`config.mk`:
```
export PLATFORM = sky130hd
export DESIGN_NAME = ext_vram_arbiter
export DESIGN_NICKNAME = d
export VERILOG_FILES = /design/src/rtl/ext_vram_arbiter.sv
export SDC_FILE = /design/constraint.sdc
export NUM_CORES = 1
export LEC_CHECK = 0
export BUFFER_PORTS_ARGS = -buffer_cell sky130_fd_sc_hd__buf_2
export CAP_MARGIN = 10
export CORE_MARGIN = 3
export CORE_UTILIZATION = 48
export DETAILED_ROUTE_END_ITERATION = 6
export PLACE_DENSITY = 0.89
export SLEW_MARGIN = 20
export SYNTH_ARGS = -nofsm -noshare
export SYNTH_HDL_FRONTEND = slang
export SYNTH_SLANG_ARGS = --single-unit
export TNS_END_PERCENT = 1
```
`constraint.sdc`:
```
create_clock -name CLK_14MHZ -period 2.46 [get_ports CLK_14MHZ]
set_input_delay 0.123 -clock CLK_14MHZ [delete_from_list [all_inputs] [get_ports CLK_14MHZ]]
set_output_delay 0.123 -clock CLK_14MHZ [all_outputs]
set_load 0.005 [all_outputs]
```
`src/rtl/ext_vram_arbiter.sv`:
```
`default_nettype none
//==============================================================================
// ext_vram_arbiter: shares the 32 KB ext-video SRAM between the video fetcher
// (phase 0) and Z80 accesses to 0x8000-0xFFFF (phases 1-3).  Rev 1.0
//==============================================================================
module ext_vram_arbiter #(
  parameter int ADDR_W      = 15,
  parameter int SYNC_STAGES = 2,
  parameter int WAIT_EN     = 1
) (
  input  logic              CLK_14MHZ,
  input  logic              CPU_RESET,
  input  logic              CPU_MREQ,
  input  logic              CPU_RD,
  input  logic              CPU_WR,
  input  logic              CPU_RFSH,
  input  logic [15:0]       A,
  input  logic [7:0]        D_IN,
  input  logic [7:0]        VD_IN,
  input  logic              vid_active,
  input  logic [ADDR_W-1:0] vid_addr,
  output logic [ADDR_W-1:0] VA,
  output logic              VWR,
  output logic [7:0]        VD_OUT,
  output logic              vd_oe,
  output logic [7:0]        D_OUT,
  output logic              d_oe,
  output logic              CPU_WAIT,
  output logic [7:0]        vid_data,
  output logic              vid_stb
);

  localparam logic [1:0] S_IDLE = 2'd0;
  localparam logic [1:0] S_PEND = 2'd1;
  localparam logic [1:0] S_ACC  = 2'd2;
  localparam logic [1:0] S_DONE = 2'd3;

  logic [1:0]             ph;
  logic [1:0]             state;
  logic [1:0]             acc_cnt;
  logic [SYNC_STAGES-1:0] req_sync;
  logic [SYNC_STAGES-1:0] wr_sync;
  logic                   req_raw;
  logic                   req;
  logic                   req_wr;
  logic                   acc_wr;
  logic                   wait_q;
  logic                   vid_slot;

  assign req_raw  = ~CPU_MREQ & CPU_RFSH & A[15] & (~CPU_RD | ~CPU_WR);
  assign req      = req_sync[SYNC_STAGES-1];
  assign req_wr   = wr_sync[SYNC_STAGES-1];
  assign CPU_WAIT = (WAIT_EN != 0) ? wait_q : 1'b1;

  always_ff @(posedge CLK_14MHZ or negedge CPU_RESET) begin
    if (!CPU_RESET) begin
      ph       <= 2'd0;
      state    <= S_IDLE;
      acc_cnt  <= 2'd0;
      req_sync <= '0;
      wr_sync  <= '0;
      acc_wr   <= 1'b0;
      wait_q   <= 1'b1;
      vid_slot <= 1'b0;
      VA       <= '0;
      VWR      <= 1'b1;
      VD_OUT   <= 8'h00;
      vd_oe    <= 1'b0;
      D_OUT    <= 8'h00;
      d_oe     <= 1'b0;
      vid_data <= 8'h00;
      vid_stb  <= 1'b0;
    end else begin
      ph <= ph + 2'd1;

      req_sync[0] <= req_raw;
      wr_sync[0]  <= ~CPU_WR;
      for (int i = 1; i < SYNC_STAGES; i++) begin
        req_sync[i] <= req_sync[i-1];
        wr_sync[i]  <= wr_sync[i-1];
      end

      // Video address is set up on the edge entering phase 0, data captured on the edge leaving it.
      vid_slot <= (ph == 2'd3) && vid_active;
      if (ph == 2'd3 && vid_active) begin
        VA <= vid_addr;
      end
      vid_stb <= 1'b0;
      if (ph == 2'd0 && vid_slot) begin
        vid_data <= VD_IN;
        vid_stb  <= 1'b1;
      end

      case (state)
        S_IDLE: begin
          if (req) begin
            state  <= S_PEND;
            wait_q <= 1'b0;
          end
        end
        S_PEND: begin
          if (!req) begin
            state  <= S_IDLE;
            wait_q <= 1'b1;
          end else if (ph == 2'd0) begin
            state   <= S_ACC;
            acc_cnt <= 2'd0;
            acc_wr  <= req_wr;
            VA      <= ADDR_W'(A[14:0]);
            VD_OUT  <= D_IN;
            vd_oe   <= req_wr;
          end
        end
        S_ACC: begin
          if (!req) begin
            state  <= S_IDLE;
            VWR    <= 1'b1;
            vd_oe  <= 1'b0;
            wait_q <= 1'b1;
          end else begin
            acc_cnt <= acc_cnt + 2'd1;
            case (acc_cnt)
              2'd0: begin
                VWR    <= ~acc_wr;
                VA     <= ADDR_W'(A[14:0]);
                VD_OUT <= D_IN;
              end
              2'd1: begin
                VWR    <= 1'b1;
                VA     <= ADDR_W'(A[14:0]);
                VD_OUT <= D_IN;
              end
              default: begin
                // Leaving phase 3: the access is complete and the video slot follows.
                state  <= S_DONE;
                VWR    <= 1'b1;
                vd_oe  <= 1'b0;
                wait_q <= 1'b1;
                if (!acc_wr) begin
                  D_OUT <= VD_IN;
                  d_oe  <= 1'b1;
                end
              end
            endcase
          end
        end
        default: begin
          if (!req) begin
            state <= S_IDLE;
            d_oe  <= 1'b0;
          end
        end
      endcase
    end
  end

endmodule
`default_nettype wire

```
# After elaboration in Yosys (flattened, before gate mapping)
# Cells that the tools add are included.
word_totals:
  regBits: 56
  inputBits: 54
  output_inout_bits: 44
op_classes:
  add_sub_neg: 2
  eq_ne: 16
  muxes: 40
  n_bitwise: 10
  reduce_logical: 17
op_table:
  columns: ["operator", "count"]
  rows:
  - ["$mux 15", 5]
  - ["$mux 8", 4]
  - ["$pmux 15 s2", 1]
  - ["$reduce_and 4->1", 5]
  - ["$mux 2", 9]
  - ["$ne 2x2->1 const B", 8]
  - ["$pmux 8 s2", 1]
  - ["$mux 1", 15]
  - ["$reduce_and 5->1", 2]
  - ["$logic_not 2->1", 3]
  - ["$ne 3x3->1 const B", 2]
  - ["$not 1->1", 6]
  - ["$pmux 2 s3", 1]
  - ["$add 2x1->2 const B", 2]
  - ["$eq 2x1->1 const B", 2]
  - ["$eq 2x2->1 const B", 2]
  - ["$ne 4x1->1 const B", 1]
  - ["$pmux 1 s2", 2]
  - ["$pmux 2 s2", 1]
  - ["$reduce_or 2->1", 2]
  - ["$and 1x1->1", 3]
  - ["$pmux 1 s3", 1]
  - ["$reduce_and 3->1", 1]
  - ["$reduce_bool 3->1", 1]
  - ["other kinds (4)", 5]

# Longest topological paths before layout
# Gate-level depths: netlist (run 1).
depth:
  word_depth: 6
  mapped_depth: 8
  mapped_depth_nobuf: 6

# Least setup slack after synthesis (run 1)
# Ideal clock, no wire load.
synth_timing:
  path_type: "reg-to-reg"
  start: "reg state[1]"
  end: "reg state[0]"
  setup_ns: 0.127
  arrival_time_ns: 1.747
  t_required_ns: 2.333
  path_slack_ns: 0.585
  path_stages_with_launch: 9
  path_buffers: 2
  synth_period_minus_slack_ns: 1.875
  cell_sequence: "dfrtp_1 -> inv_1 -> ha_1 -> buf_6 -> nor2b_4 -> buf_6 -> o21ai_1 -> or3b_1 -> mux2_1"
synth_between:
  elab_chain_len: 3
  word_cells_on_any_way: 9
synth_rtl:
  columns: ["item", "line_no", "source"]
  rows:
  - ["start, declared", "39", "logic [1:0] state;"]
  - ["start signal, assigned", "58", "state <= S_IDLE;"]
  - ["start signal, assigned", "97", "state <= S_PEND;"]
  - ["start signal, assigned", "103", "state <= S_IDLE;"]
  - ["$eq 2x2->1 (tied with other cells)", "94", "case (state)"]
  - ["$ne 4x1->1 (no line) (tied with other cells)", null, null]
  - ["$reduce_and 4->1 (no line)", null, null]
# Parallel ways exist; a longest one is shown, timed or not.
# A chain may end at the register's enable or synchronous reset.

# Worst setup path in the final report (run 1)
layout_timing:
  start: "reg state[0]"
  end: "reg wait_q, in the netlist CPU_WAIT"
layout_between:
  elab_chain_len: 3
  word_cells_on_any_way: 9
layout_rtl:
  columns: ["item", "line_no", "source"]
  rows:
  - ["$eq 2x2->1 (tied with other cells)", "94", null]
  - ["$ne 3x3->1 (no line) (tied with other cells)", null, null]
  - ["$reduce_and 4->1 (no line)", null, null]
  - ["end signal, assigned", "98", "wait_q <= 1'b0;"]
  - ["end signal, assigned", "104", "wait_q <= 1'b1;"]
  - ["end signal, assigned", "119", "wait_q <= 1'b1;"]
  - ["end, declared", "47", "logic wait_q;"]
# Parallel ways exist; a longest one is shown, timed or not.

==> results of run 1 <==
## routing by layer
| metal | wire, um | up-vias |
|---|---|---|
| met4 | 76 | 0 |
| met2 | 2520 | 66 |
| li1 | - | 885 |
| met5 | 0 | - |
| met3 | 298 | 6 |
| met1 | 2070 | 848 |
## path summary, 6_finish.rpt
| check | to | slack (ns) | depth (start not counted) |
|---|---|---|---|
| min in group asynchronous | VD_OUT[4] | 0.46 | 2 |
| setup reg to reg | CPU_WAIT | 0.31 | 6 |
| hold reg to reg | wr_sync[1] | 0.36 | 0 |
| setup / recovery | CPU_WAIT | 0.31 | 6 |
| hold / removal | VA[10] | 0.02 | 3 |
| max in group asynchronous | VA[1] | 1.34 | 3 |
## worst max-delay path, cell delays in order (launching register included)
cell       delay [ns]
dfrtp_1          0.40
inv_1            0.08
ha_1             0.33
nand2_1          0.25
nor2_1           0.10
a2111oi_0        0.52
mux2_2           0.40
## layout by cell type (no fill, tap or decap), types with 4 or more instances in the layout
cell type and instances:
inv_1 11, ha_1 8, dlygate4sd3_1 4, nand2_1 23, o21ai_0 22, clkbuf_8 5, mux2i_1 16, dfrtp_1 54
buf_4 5, a21oi_1 4, buf_2 97, nor2_1 8, mux2_2 26
## flip-flops by register name, summed over array words and instances, names as in the netlist, 2 cells and up
register  cells
req_sync      2
acc_cnt       2
VD_OUT        8
vid_data      8
VA           15
ph            2
state         2
wr_sync       2
D_OUT         8
## per-stage QoR
stage | cell area (um2) | hold WS [ns] | utilization [%] | std cells | worst slack, ns
global route | 3150 | 0.0133 | 65.3 | 370 | 0.136
detailed placement | 3000 | 0.266 | 62.3 | 358 | 0.295
finish | 3150 | 0.0211 | 65.3 | 370 | 0.312
CTS | 3150 | 0.0117 | 65.3 | 370 | 0.283
floorplan | 2440 | -0.173 | - | 196 | 0.585
global placement | 3000 | 0.257 | 62.3 | 358 | 0.421
## cell type report
class,instances,area share (%)
clock buffer,7,2.43
clock inverter,1,0.954
tap,67,2.66
inverter,11,1.31
sequential,56,44.6
multi-input combinational,122,30.1
timing repair buffer,106,17.9
## repair_timing
item                      in CTS  in global routing
hold endpoints to repair      37                  0
setup buffers                  0                  0
hold buffers                   4                  0
gates resized for setup        0                  0
## power groups by stage
stage | combinational [mW] | sequential (mW) | clock, mW
floorplan | 0.436 | 1.28 | 0
global placement | 0.743 | 1.27 | 0
detailed placement | 0.771 | 1.28 | 0
CTS | 0.773 | 1.26 | 0.592
global route | 0.846 | 1.29 | 0.631
finish | 0.762 | 1.26 | 0.578
## logic make-up (layout without fill, tap and decap cells)
kind of cell | after synthesis | count (layout) | synth area share (%)
compound gates | 34 | 34 | 8.31
fa+ha+maj | 8 | 8 | 4.10
buf+inv | 18 | 125 | 3.59
flops | 56 | 56 | 57.5
mux | 44 | 44 | 19.5
simple gates | 36 | 36 | 6.97
==> summary.md, run 1 <==
| Metric | Value |
|---|---|
| Status | finished, final reports clean |
| IO Count | 98 |
| Fill count | between 300 and 400 |
| Reg power frac | 48.5% |
| Routed Antenna Nets | 0 |
| Setup violators final | 0 |
| Post-synthesis cell type count | 27 |
| Seq/Total Area, Yosys | 57.5% |
| Die span in x | 77.3 um |
| Post-synth EDFFs | 0 |
| Synthesized area per cell | 12.4 um2 |
| Maximum VDD drop | 0.599 mV |
| Input/output buffers | between 90 and 100 |
| Tot GR Track Use | 17.7% |
| Initial drt markers | 34 |
| Multi-input gate area | 948 um2 |
| YS warnings | 0 |
| Logic pwr share | 29.3% |
| M2 GR Usage | 30.7% |
| Die area | ~0.0060 mm2 |
| # diodes | 0 |
| GRT busiest layer | met2 |
| Clk buf depth | 2 |
| Crit. Startpoint | state[0] |
| #FFs+latches synth | 56 |
| Critical-path maximum fanout | 10 |
| Vias in the first global route | roughly 1800 |
| Power consumption | ~2.6 mW |
| Cell Pwr Density | 827 mW/mm2 |
| RD Place Congestion | 0.832 |
| HPWL Detailed | 3.75 mm |
| Synth top cells by count | 54 x dfrtp_1, 26 x mux2_2, 23 x nand2_1, 22 x o21ai_0, 16 x mux2i_1 |
| First-pass GRT wire length | around 8.4 mm |
| Pin count of the biggest net entering global routing | 40 |
| Initial antenna violation count | 0 |
| Net switching fraction of the power | slightly below 30% |
| Switching power | 0.767 mW |
| Initial Util | 50.6% |
| Top FF cell, synth | dfrtp_1 |
| Actual slew at the worst max-slew pin | 0.822 ns |
| Hold Violations, Final | 0 |
| WL final | 4.97 mm |
| Total number of vias | 1805 |
| CTS buffer count | 5 |
| Internal power | 1.84 mW |
| Final nets | 364 |
| Lkg Pwr | 1.72 nW |
| # clock sinks | 56 |
| Per-cell routed wire length | 13.4 um |
| WP data arrival | 2.37 ns |
| Final cycle utilization of the critical path | 87.3% |
| Reg-to-reg startpoint | state[0] |
| Max-capacitance violation count | 0 |
| Post-route minimum period | 2.15 ns |
| Fin Clk Skew | 0.00830 ns |
| Slew Limit Fails | 0 |
| DRC viols | 0 |
| Layout cells sized above 1 | a little under half |
| Fmax | 466 MHz |
| Asr flop ratio synth | 100% |
| Setup Crit Path Kind | register to register |
| Cell taking the most area after synthesis | dfrtp_1 |
| Core area | 0.00482 mm2 |
| Max_slew headroom | 45.2% |
| Crit. End Element | register |
| Worst-Skew Late Latency | 0.30 ns |
| Share of the synthesized area in the top cell type | 55.4% |
| Synth area leaders | dfrtp_1 55%, mux2_2 12%, mux2i_1 6.6% |
| CTS tree | done |
| Grt met1 use | 21.1% |
| CP Launch Type | register |
| Reg clk slew, reported paths | approximately 0.09 ns |
| Via/cell ratio | 4.88 |
| Met3 GRT Util | 3.87% |
| Worst path required time | 2.69 ns |
| Mapped Nets | 258 |
| Seq. cell area | approximately 0.0014 mm2 |
| Count leader, synth | dfrtp_1 |
| Clock H-tree levels | 2 |
| Clock power frac | roughly 22% |
| Instance count of the mapped netlist | about 200 |
| Clock root cell | clkbuf_8 |
| Post-synthesis cell area | 0.00244 mm2 |
| Area grow syn2layout | 29.0% |
| Tightest Hold Check Type | input pin to register |
| Pre-antenna DRT Iters | 4 |
| Total grt overflow | 0 |
| Setup total negative slack | 0 ns |
| Worst hold start | A[10] |
| RSZ-0062 raised after global routing | false |
| Die extent in y | 77.3 um |
| Row count | 25 |
Note: power is estimated with default switching activity, not from simulation.
==> inputs of run 2 (changes only) <==
- GPL_TIMING_DRIVEN: unset -> 0
==> run 2 against run 1 <==
Sequential power barely moved. Combinational power grew 4.1%. Sequential cell count unchanged. Clock power is 14% lower. Worst hold slack about the same. Core utilization is 0.13 points lower. Total power down 2.0%. Sequential share of layout area is 0.089 points higher. Register-to-register slack worse by 0.08 ns. First-iteration DRC count is 47% higher. Worst setup slack got worse by 0.077 ns. Clock-buffer cell count is 1 lower. Highest routed layer unchanged.
==> summary.md, run 2 (synthesis results as in run 1) <==
| Metric | Value |
|---|---|
| GRT busiest layer | met2 (unchanged) |
| Die extent in y | 77.3 um (unchanged) |
| Clock H-tree levels | 2 (unchanged) |
| First-pass GRT wire length | 8.79 mm (was 8.36 mm) |
| Non-filler cells, final | 372 (was 370) |
| Pin count of the biggest net entering global routing | 57 (was 40) |
| Input/output buffers | 97 (unchanged) |
| Setup Crit Path Kind | register to register (unchanged) |
| RD Place Congestion | 0.785 (was 0.832) |
| RSZ-0062 raised after global routing | false (unchanged) |
| Max-capacitance violation count | 0 (unchanged) |
| Post-route minimum period | 2.22 ns (was 2.15 ns) |
| Initial antenna violation count | 0 (unchanged) |
| Hold Violations, Final | 0 (unchanged) |
| Reg clk slew, reported paths | 0.09 ns (about the same) |
| Vias in the first global route | 1898 (was 1840) |
| HPWL Detailed | 3.82 mm (was 3.75 mm) |
| Clk buf depth | 2 (unchanged) |
| Most common cell after layout, fill and taps aside | buf_2 (unchanged) |
| Die span in x | 77.3 um (unchanged) |
| Critical path's slowest cell | a211oi_1 (was a2111oi_0) |
| Net switching fraction of the power | 31.1% (was 29.5%) |
| Tightest Hold Check Type | input pin to register (unchanged) |
| Maximum VDD drop | 0.436 mV (was 0.599 mV) |
| Actual slew at the worst max-slew pin | 0.676 ns (was 0.822 ns) |
| Critical-path maximum fanout | 10 (unchanged) |
| Clock power frac | 19.4% (was 22.2%) |
| CP max stage delay | 0.58 ns (was 0.52 ns) |
| Routed Antenna Nets | 0 (unchanged) |
| Total grt overflow | 0 (unchanged) |
| Biggest register | VA (unchanged) |
| Grt met1 use | 23.3% (was 21.1%) |
| Tot GR Track Use | 18.4% (was 17.7%) |
| CP Launch Type | register (unchanged) |
| CTS buffer count | 5 (unchanged) |
| Switching power | 0.792 mW (was 0.767 mW) |
| Critical-path cell list | inv_1, ha_1, buf_6, nor2b_4, buf_6, a211oi_1, clkbuf_2, o21ai_0 (was inv_1, ha_1, nand2_1, nor2_1, a2111oi_0, mux2_2) |
| Worst-Skew Late Latency | 0.31 ns (was 0.30 ns) |
| WL final | 5.15 mm (was 4.97 mm) |
| Max FFs per register | 15 (unchanged) |
| Total number of vias | 1844 (was 1805) |
| Final cycle utilization of the critical path | 90.4% (was 87.3%) |
| Layout cells sized above 1 | 46.2% (was 45.9%) |
| Setup total negative slack | 0 ns (unchanged) |
| Logic pwr share | 31.1% (was 29.3%) |
| Initial drt markers | 50 (was 34) |
| Clock root cell | clkbuf_8 (unchanged) |
| WP data arrival | 2.40 ns (was 2.37 ns) |
| # clock sinks | 56 (unchanged) |
| Slew Limit Fails | 0 (unchanged) |
| Via/cell ratio | 4.96 (was 4.88) |
| # diodes | 0 (unchanged) |
| # placed instances | 360 (was 358) |
| Pre-antenna DRT Iters | 4 (unchanged) |
| CTS tree | done (unchanged) |
| Per-cell routed wire length | 13.8 um (was 13.4 um) |
| Status | finished, final reports clean (unchanged) |
| Fmax | 450 MHz (was 466 MHz) |
| Hold slack | 0.0208 ns (was 0.0211 ns) |
| Most frequent cells in the layout | 99 x buf_2, 54 x dfrtp_1, 26 x mux2_2 (was 97 x buf_2, 54 x dfrtp_1, 26 x mux2_2) |
| Final nets | 366 (was 364) |
| Area grow syn2layout | 28.7% (was 29.0%) |
| DRC viols | 0 (unchanged) |
| Lkg Pwr | 1.71 nW (was 1.72 nW) |
| Die area | 0.00597 mm2 (unchanged) |
| Worst path required time | 2.63 ns (was 2.69 ns) |
| M2 GR Usage | 30.5% (was 30.7%) |
| Cell Pwr Density | 812 mW/mm2 (was 827 mW/mm2) |
| Row count | 25 (unchanged) |
| Crit. End Element | register (unchanged) |
| Post-CTS Resized | 0 (unchanged) |
| Setup violators final | 0 (unchanged) |
| Met3 GRT Util | 3.76% (was 3.87%) |
| Fin Clk Skew | 0.0100 ns (was 0.00830 ns) |
| Post-CTS Setup Inserts | 0 (unchanged) |
| IO Count | 98 (unchanged) |
| Fill count | 404 (was 381) |
| Crit path top cell by count | buf_6 |
| Max_slew headroom | 54.7% (was 45.2%) |
| Internal power | 1.76 mW (was 1.84 mW) |
| Initial Util | 50.6% (unchanged) |
| Reg power frac | 49.5% (was 48.5%) |
| Core area | 0.00482 mm2 (unchanged) |
-- run 2: worst paths after layout --
path,from,endpoint,slack [ns],cells past startpoint
max in group asynchronous,CPU_RESET,VA[0],1.61,2
max,state[1],VA[13],0.24,8
min reg2reg,wr_sync[0],wr_sync[1],0.35,0
min,A[5],VA[5],0.02,3
max reg2reg,state[1],VA[13],0.24,8
min in group asynchronous,CPU_RESET,VD_OUT[3],0.40,2
-- run 2: metrics by stage --
stage	util [%]	setup slack [ns]	area, um2	total power, mW
2_1_floorplan	-	0.585	2440	1.72
3_3_place_gp	62.5	0.272	3010	2.03
3_5_place_dp	62.5	0.167	3010	2.08
4_1_cts	65.2	0.164	3140	2.58
5_1_grt	65.2	0.0299	3140	2.73
6_report	65.2	0.236	3140	2.55
-- run 2: timing repair --
action                                  4_1_cts  5_1_grt
endpoints found under the hold margin        56        0
hold buffers                                  4        0
endpoints found under the setup margin        0        0
-- run 2: layout make-up --
| type | count | area, um2 | share of cell area [%] |
|---|---|---|---|
| tap | 67 | 83.8 | 2.67 |
| clock buffer | 6 | 72.6 | 2.31 |
| buffer | 7 | 46.3 | 1.47 |
| clock inverter | 2 | 16.3 | 0.518 |
| timing repair buffer | 101 | 528 | 16.8 |
| sequential | 56 | 1400 | 44.7 |
| multi-input combinational | 122 | 948 | 30.2 |
| inverter | 11 | 41.3 | 1.31 |
-- run 2: critical path: cells and delay by family (launching register included) --
kind	cells	cell delay [ns]
simple gates	1	0.12
buf+inv	4	0.66
flops	1	0.40
compound gates	2	0.72
fa+ha+maj	1	0.19
-- run 2: routing by layer --
layer | up-vias | part of all wire (%)
met2 | 64 | 51
met3 | 6 | 5.9
met1 | 887 | 41
met5 | - | 0
met4 | 0 | 1.7
li1 | 887 | -
-- run 2: power by group through the flow --
| stage | clock network (mW) | registers [mW] | logic [mW] |
|---|---|---|---|
| CTS | 0.510 | 1.26 | 0.811 |
| global placement | 0 | 1.26 | 0.769 |
| floorplan | 0 | 1.28 | 0.436 |
| detailed placement | 0 | 1.28 | 0.805 |
| global route | 0.551 | 1.29 | 0.889 |
| finish | 0.495 | 1.26 | 0.793 |
==> inputs of run 3 (changes only) <==
- ABC_AREA: unset -> 1
- CORE_UTILIZATION: 48 -> 49
- PLACE_DENSITY: 0.89 -> 0.9
- clock period: 2.46 -> 2.1 ns (I/O delays scaled with it)
==> run 3 against run 2 <==
Clock power rose by 27%. Critical endpoint is now D_OUT[7]. Largest cell class unchanged. Fmax rose by 26%. Clock skew rose by 0.0011 ns. Global-route usage rose by 2.6 points. Synthesized area rose by 6.1%.
==> summary.md, run 3 <==
| Metric | Value |
|---|---|
| Setup violators final | 0 (unchanged) |
| Die span in x | 78.7 um (was 77.3 um) |
| Max-capacitance violation count | 0 (unchanged) |
| Actual slew at the worst max-slew pin | 0.682 ns (was 0.676 ns) |
| Setup Crit Path Kind | register to register (unchanged) |
| Post-synthesis cell area | 0.00259 mm2 (was 0.00244 mm2) |
| CP Launch Type | register (unchanged) |
| HPWL Detailed | 4.47 mm (was 3.82 mm) |
| Slew Limit Fails | 0 (unchanged) |
| Non-filler cells, final | 480 (was 372) |
| Critical-path maximum fanout | 10 (unchanged) |
| Hold Violations, Final | 0 (unchanged) |
| # placed instances | 468 (was 360) |
| Setup Slack @ Placement | 0.363 ns (was 0.167 ns) |
| # clock sinks | 56 (unchanged) |
| Hold slack | 0.0172 ns (was 0.0208 ns) |
| Instance count of the mapped netlist | 304 (was 196) |
| Post-route minimum period | 1.76 ns (was 2.22 ns) |
| Reg-to-reg startpoint | state[0] (was state[1]) |
| Worst path required time | 2.31 ns (was 2.63 ns) |
| Synth area leaders | dfrtp_1 52%, nand2_1 19%, nand3_1 5.8% (was dfrtp_1 55%, mux2_2 12%, mux2i_1 6.6%) |
| Lkg Pwr | 1.92 nW (was 1.71 nW) |
| WP data arrival | 1.97 ns (was 2.40 ns) |
| Initial drt markers | 168 (was 50) |
| Worst hold start | D_IN[1] (was A[5]) |
| Worst-Skew Late Latency | 0.31 ns (about the same) |
| Cell Pwr Density | 1010 mW/mm2 (was 812 mW/mm2) |
| Worst R2R End | D_OUT[7] (was VA[13]) |
| Synth top cells by count | 133 x nand2_1, 54 x dfrtp_1, 30 x nand3_1, 25 x inv_1, 11 x o21ai_0 (was 54 x dfrtp_1, 26 x mux2_2, 23 x nand2_1, 22 x o21ai_0, 16 x mux2i_1) |
| RD Place Congestion | 0.806 (was 0.785) |
| Asr flop ratio synth | 100% (unchanged) |
| RSZ-0062 raised after global routing | false (unchanged) |
| Setup ws final | 0.338 ns (was 0.236 ns) |
| Biggest register | VA (unchanged) |
| Initial antenna violation count | 0 (unchanged) |
| Post-synth EDFFs | 0 (unchanged) |
| Top FF cell, synth | dfrtp_1 (unchanged) |
| WL final | 6.02 mm (was 5.15 mm) |
| Critical-path cell list | inv_1, ha_1, nand2_2, nor2_1, nand2_2, buf_6, nand2_1, o21ai_2 (was inv_1, ha_1, buf_6, nor2b_4, buf_6, a211oi_1, clkbuf_2, o21ai_0) |
| Row count | 25 (unchanged) |
| Per-cell routed wire length | 12.5 um (was 13.8 um) |
| Total grt overflow | 0 (unchanged) |
| Setup total negative slack | 0 ns (unchanged) |
| Critical path's slowest cell | dfrtp_1 (was a211oi_1) |
| Tot GR Track Use | 21.0% (was 18.4%) |
| Clock H-tree levels | 2 (unchanged) |
| Crit path top cell by count | nand2_2 (was buf_6) |
| Count leader, synth | nand2_1 (was dfrtp_1) |
| Area grow syn2layout | 27.5% (was 28.7%) |
| IO Count | 98 (unchanged) |
| Most frequent cells in the layout | 133 x nand2_1, 99 x buf_2, 54 x dfrtp_1 (was 99 x buf_2, 54 x dfrtp_1, 26 x mux2_2) |
| Mapped Nets | 366 (was 258) |
| CP max stage delay | 0.43 ns (was 0.58 ns) |
| Hold Path Cell Cnt | 3 (unchanged) |
| Input/output buffers | 97 (unchanged) |
| Via/cell ratio | 4.81 (was 4.96) |
| Fmax | 568 MHz (was 450 MHz) |
| # diodes | 0 (unchanged) |
| Initial Util | 52.7% (was 50.6%) |
| Status | finished, final reports clean (unchanged) |
| Reg clk slew, reported paths | 0.11 ns (was 0.09 ns) |
| Post-synthesis cell type count | 26 (was 27) |
| Reg2reg path depth | 8 (unchanged) |
| Tightest Hold Check Type | input pin to register (unchanged) |
| Final core utilization | 67.2% (was 65.2%) |
| Pin count of the biggest net entering global routing | 57 (unchanged) |
| CTS buffer count | 5 (unchanged) |
| YS warnings | 0 (unchanged) |
| Post-CTS Setup Inserts | 0 (unchanged) |
| Vias in the first global route | 2350 (was 1898) |
| Total number of vias | 2310 (was 1844) |
| Routed Antenna Nets | 0 (unchanged) |
| Final nets | 474 (was 366) |
| CTS tree | done (unchanged) |
| Max_slew headroom | 54.5% (was 54.7%) |
| Cell taking the most area after synthesis | dfrtp_1 (unchanged) |
| Seq/Total Area, Yosys | 54.2% (was 57.5%) |
| Synthesized area per cell | 8.52 um2 (was 12.4 um2) |
| Maximum VDD drop | 0.502 mV (was 0.436 mV) |
| Worst reg-to-reg setup slack | 0.34 ns (was 0.24 ns) |
| Crit. End Element | register (unchanged) |
| Clk buf depth | 2 (unchanged) |
| Hold_buf cts | 4 (unchanged) |
| Clock root cell | clkbuf_8 (unchanged) |
| Max FFs per register | 15 (unchanged) |
| #FFs+latches synth | 56 (unchanged) |
| Die extent in y | 78.7 um (was 77.3 um) |
| Fin Clk Skew | 0.0111 ns (was 0.0100 ns) |
| Most common cell after layout, fill and taps aside | nand2_1 (was buf_2) |
| DRC viols | 0 (unchanged) |
| Layout cells sized above 1 | 31.5% (was 46.2%) |
| Post-CTS Resized | 0 (unchanged) |
| Die area | 0.00619 mm2 (was 0.00597 mm2) |
| First-pass GRT wire length | 10.3 mm (was 8.79 mm) |
| Pre-antenna DRT Iters | 4 (unchanged) |
| Hold EP | VD_OUT[1] (was VA[5]) |
| Share of the synthesized area in the top cell type | 52.2% (was 55.4%) |
| Final cycle utilization of the critical path | 83.9% (was 90.4%) |
| Core area | 0.00491 mm2 (was 0.00482 mm2) |
==> run 3: changes by cell type after synthesis, moves of 2 or more <==
cell / delta
inv_1: +14
mux2_2: -26
nand2_2: +3
o21ai_0: -11
mux2_1: -2
nand2_1: +110
o21ai_2: +8
mux2i_1: -16
nand3_1: +29
==> run 3: metal layers <==
layer / track usage [%] / share of wire [%] / vias up
li1: - / - / 1165
met1: 25.9 / 42 / 1055
met2: 36.7 / 50 / 82
met3: 5.62 / 6.8 / 8
met4: 5.07 / 0.85 / 0
met5: 0 / 0 / -
==> run 3: how the worst max path moves through the flow <==
stage / end / slack, ns / cells past startpoint / startpoint
finish: D_OUT[7] / 0.34 / 8 / state[0]
global placement: D_OUT[7] / 0.45 / 8 / state[0]
detailed placement: D_OUT[0] / 0.36 / 8 / state[0]
floorplan: D_OUT[0] / 0.62 / 8 / state[0]
global route: D_OUT[0] / 0.20 / 8 / state[0]
CTS: D_OUT[0] / 0.32 / 8 / state[0]
==> run 3: cells by family (layout without fill, tap and decap cells) <==
logic type	count (synthesis)	after routing	share of synthesized area (%)
AOI/OAI and AO/OA	25	25	6.24
adders and majority gates	8	8	3.87
buffers and inverters	35	144	6.38
DFF	56	56	54.2
and+or+nand+nor	180	180	29.3
==> run 3: critical path: cells and delay by family (launching register included) <==
family,cells,cell delay (ns)
AOI/OAI and AO/OA,1,0.05
DFF,1,0.43
adders and majority gates,1,0.30
and+or+nand+nor,4,0.61
buffers and inverters,2,0.30
==> run 3: layout make-up <==
class                   instances  area [um2]
plain buffers                   9        67.6
clock buffers                   6        82.6
clock inverters                 2        17.5
fillers                       415        1610
inverters                      26        97.6
multi-input cells             213        1020
flip-flops and latches         56        1400
well taps                      67        83.8
repair buffers                101         528
==> run 3: power by group <==
group          switching [mW]  internal (mW)  total [mW]
clock network           0.353          0.277       0.630
registers               0.150           1.37        1.52
logic                   0.655          0.511        1.17
total                    1.16           2.16        3.32
==> run 3: stage by stage <==
stage	instance area, um2	power [mW]
3_5_place_dp	3160	2.71
5_1_grt	3300	3.60
6_report	3300	3.32
4_1_cts	3300	3.35
2_1_floorplan	2590	2.22
3_3_place_gp	3160	2.65
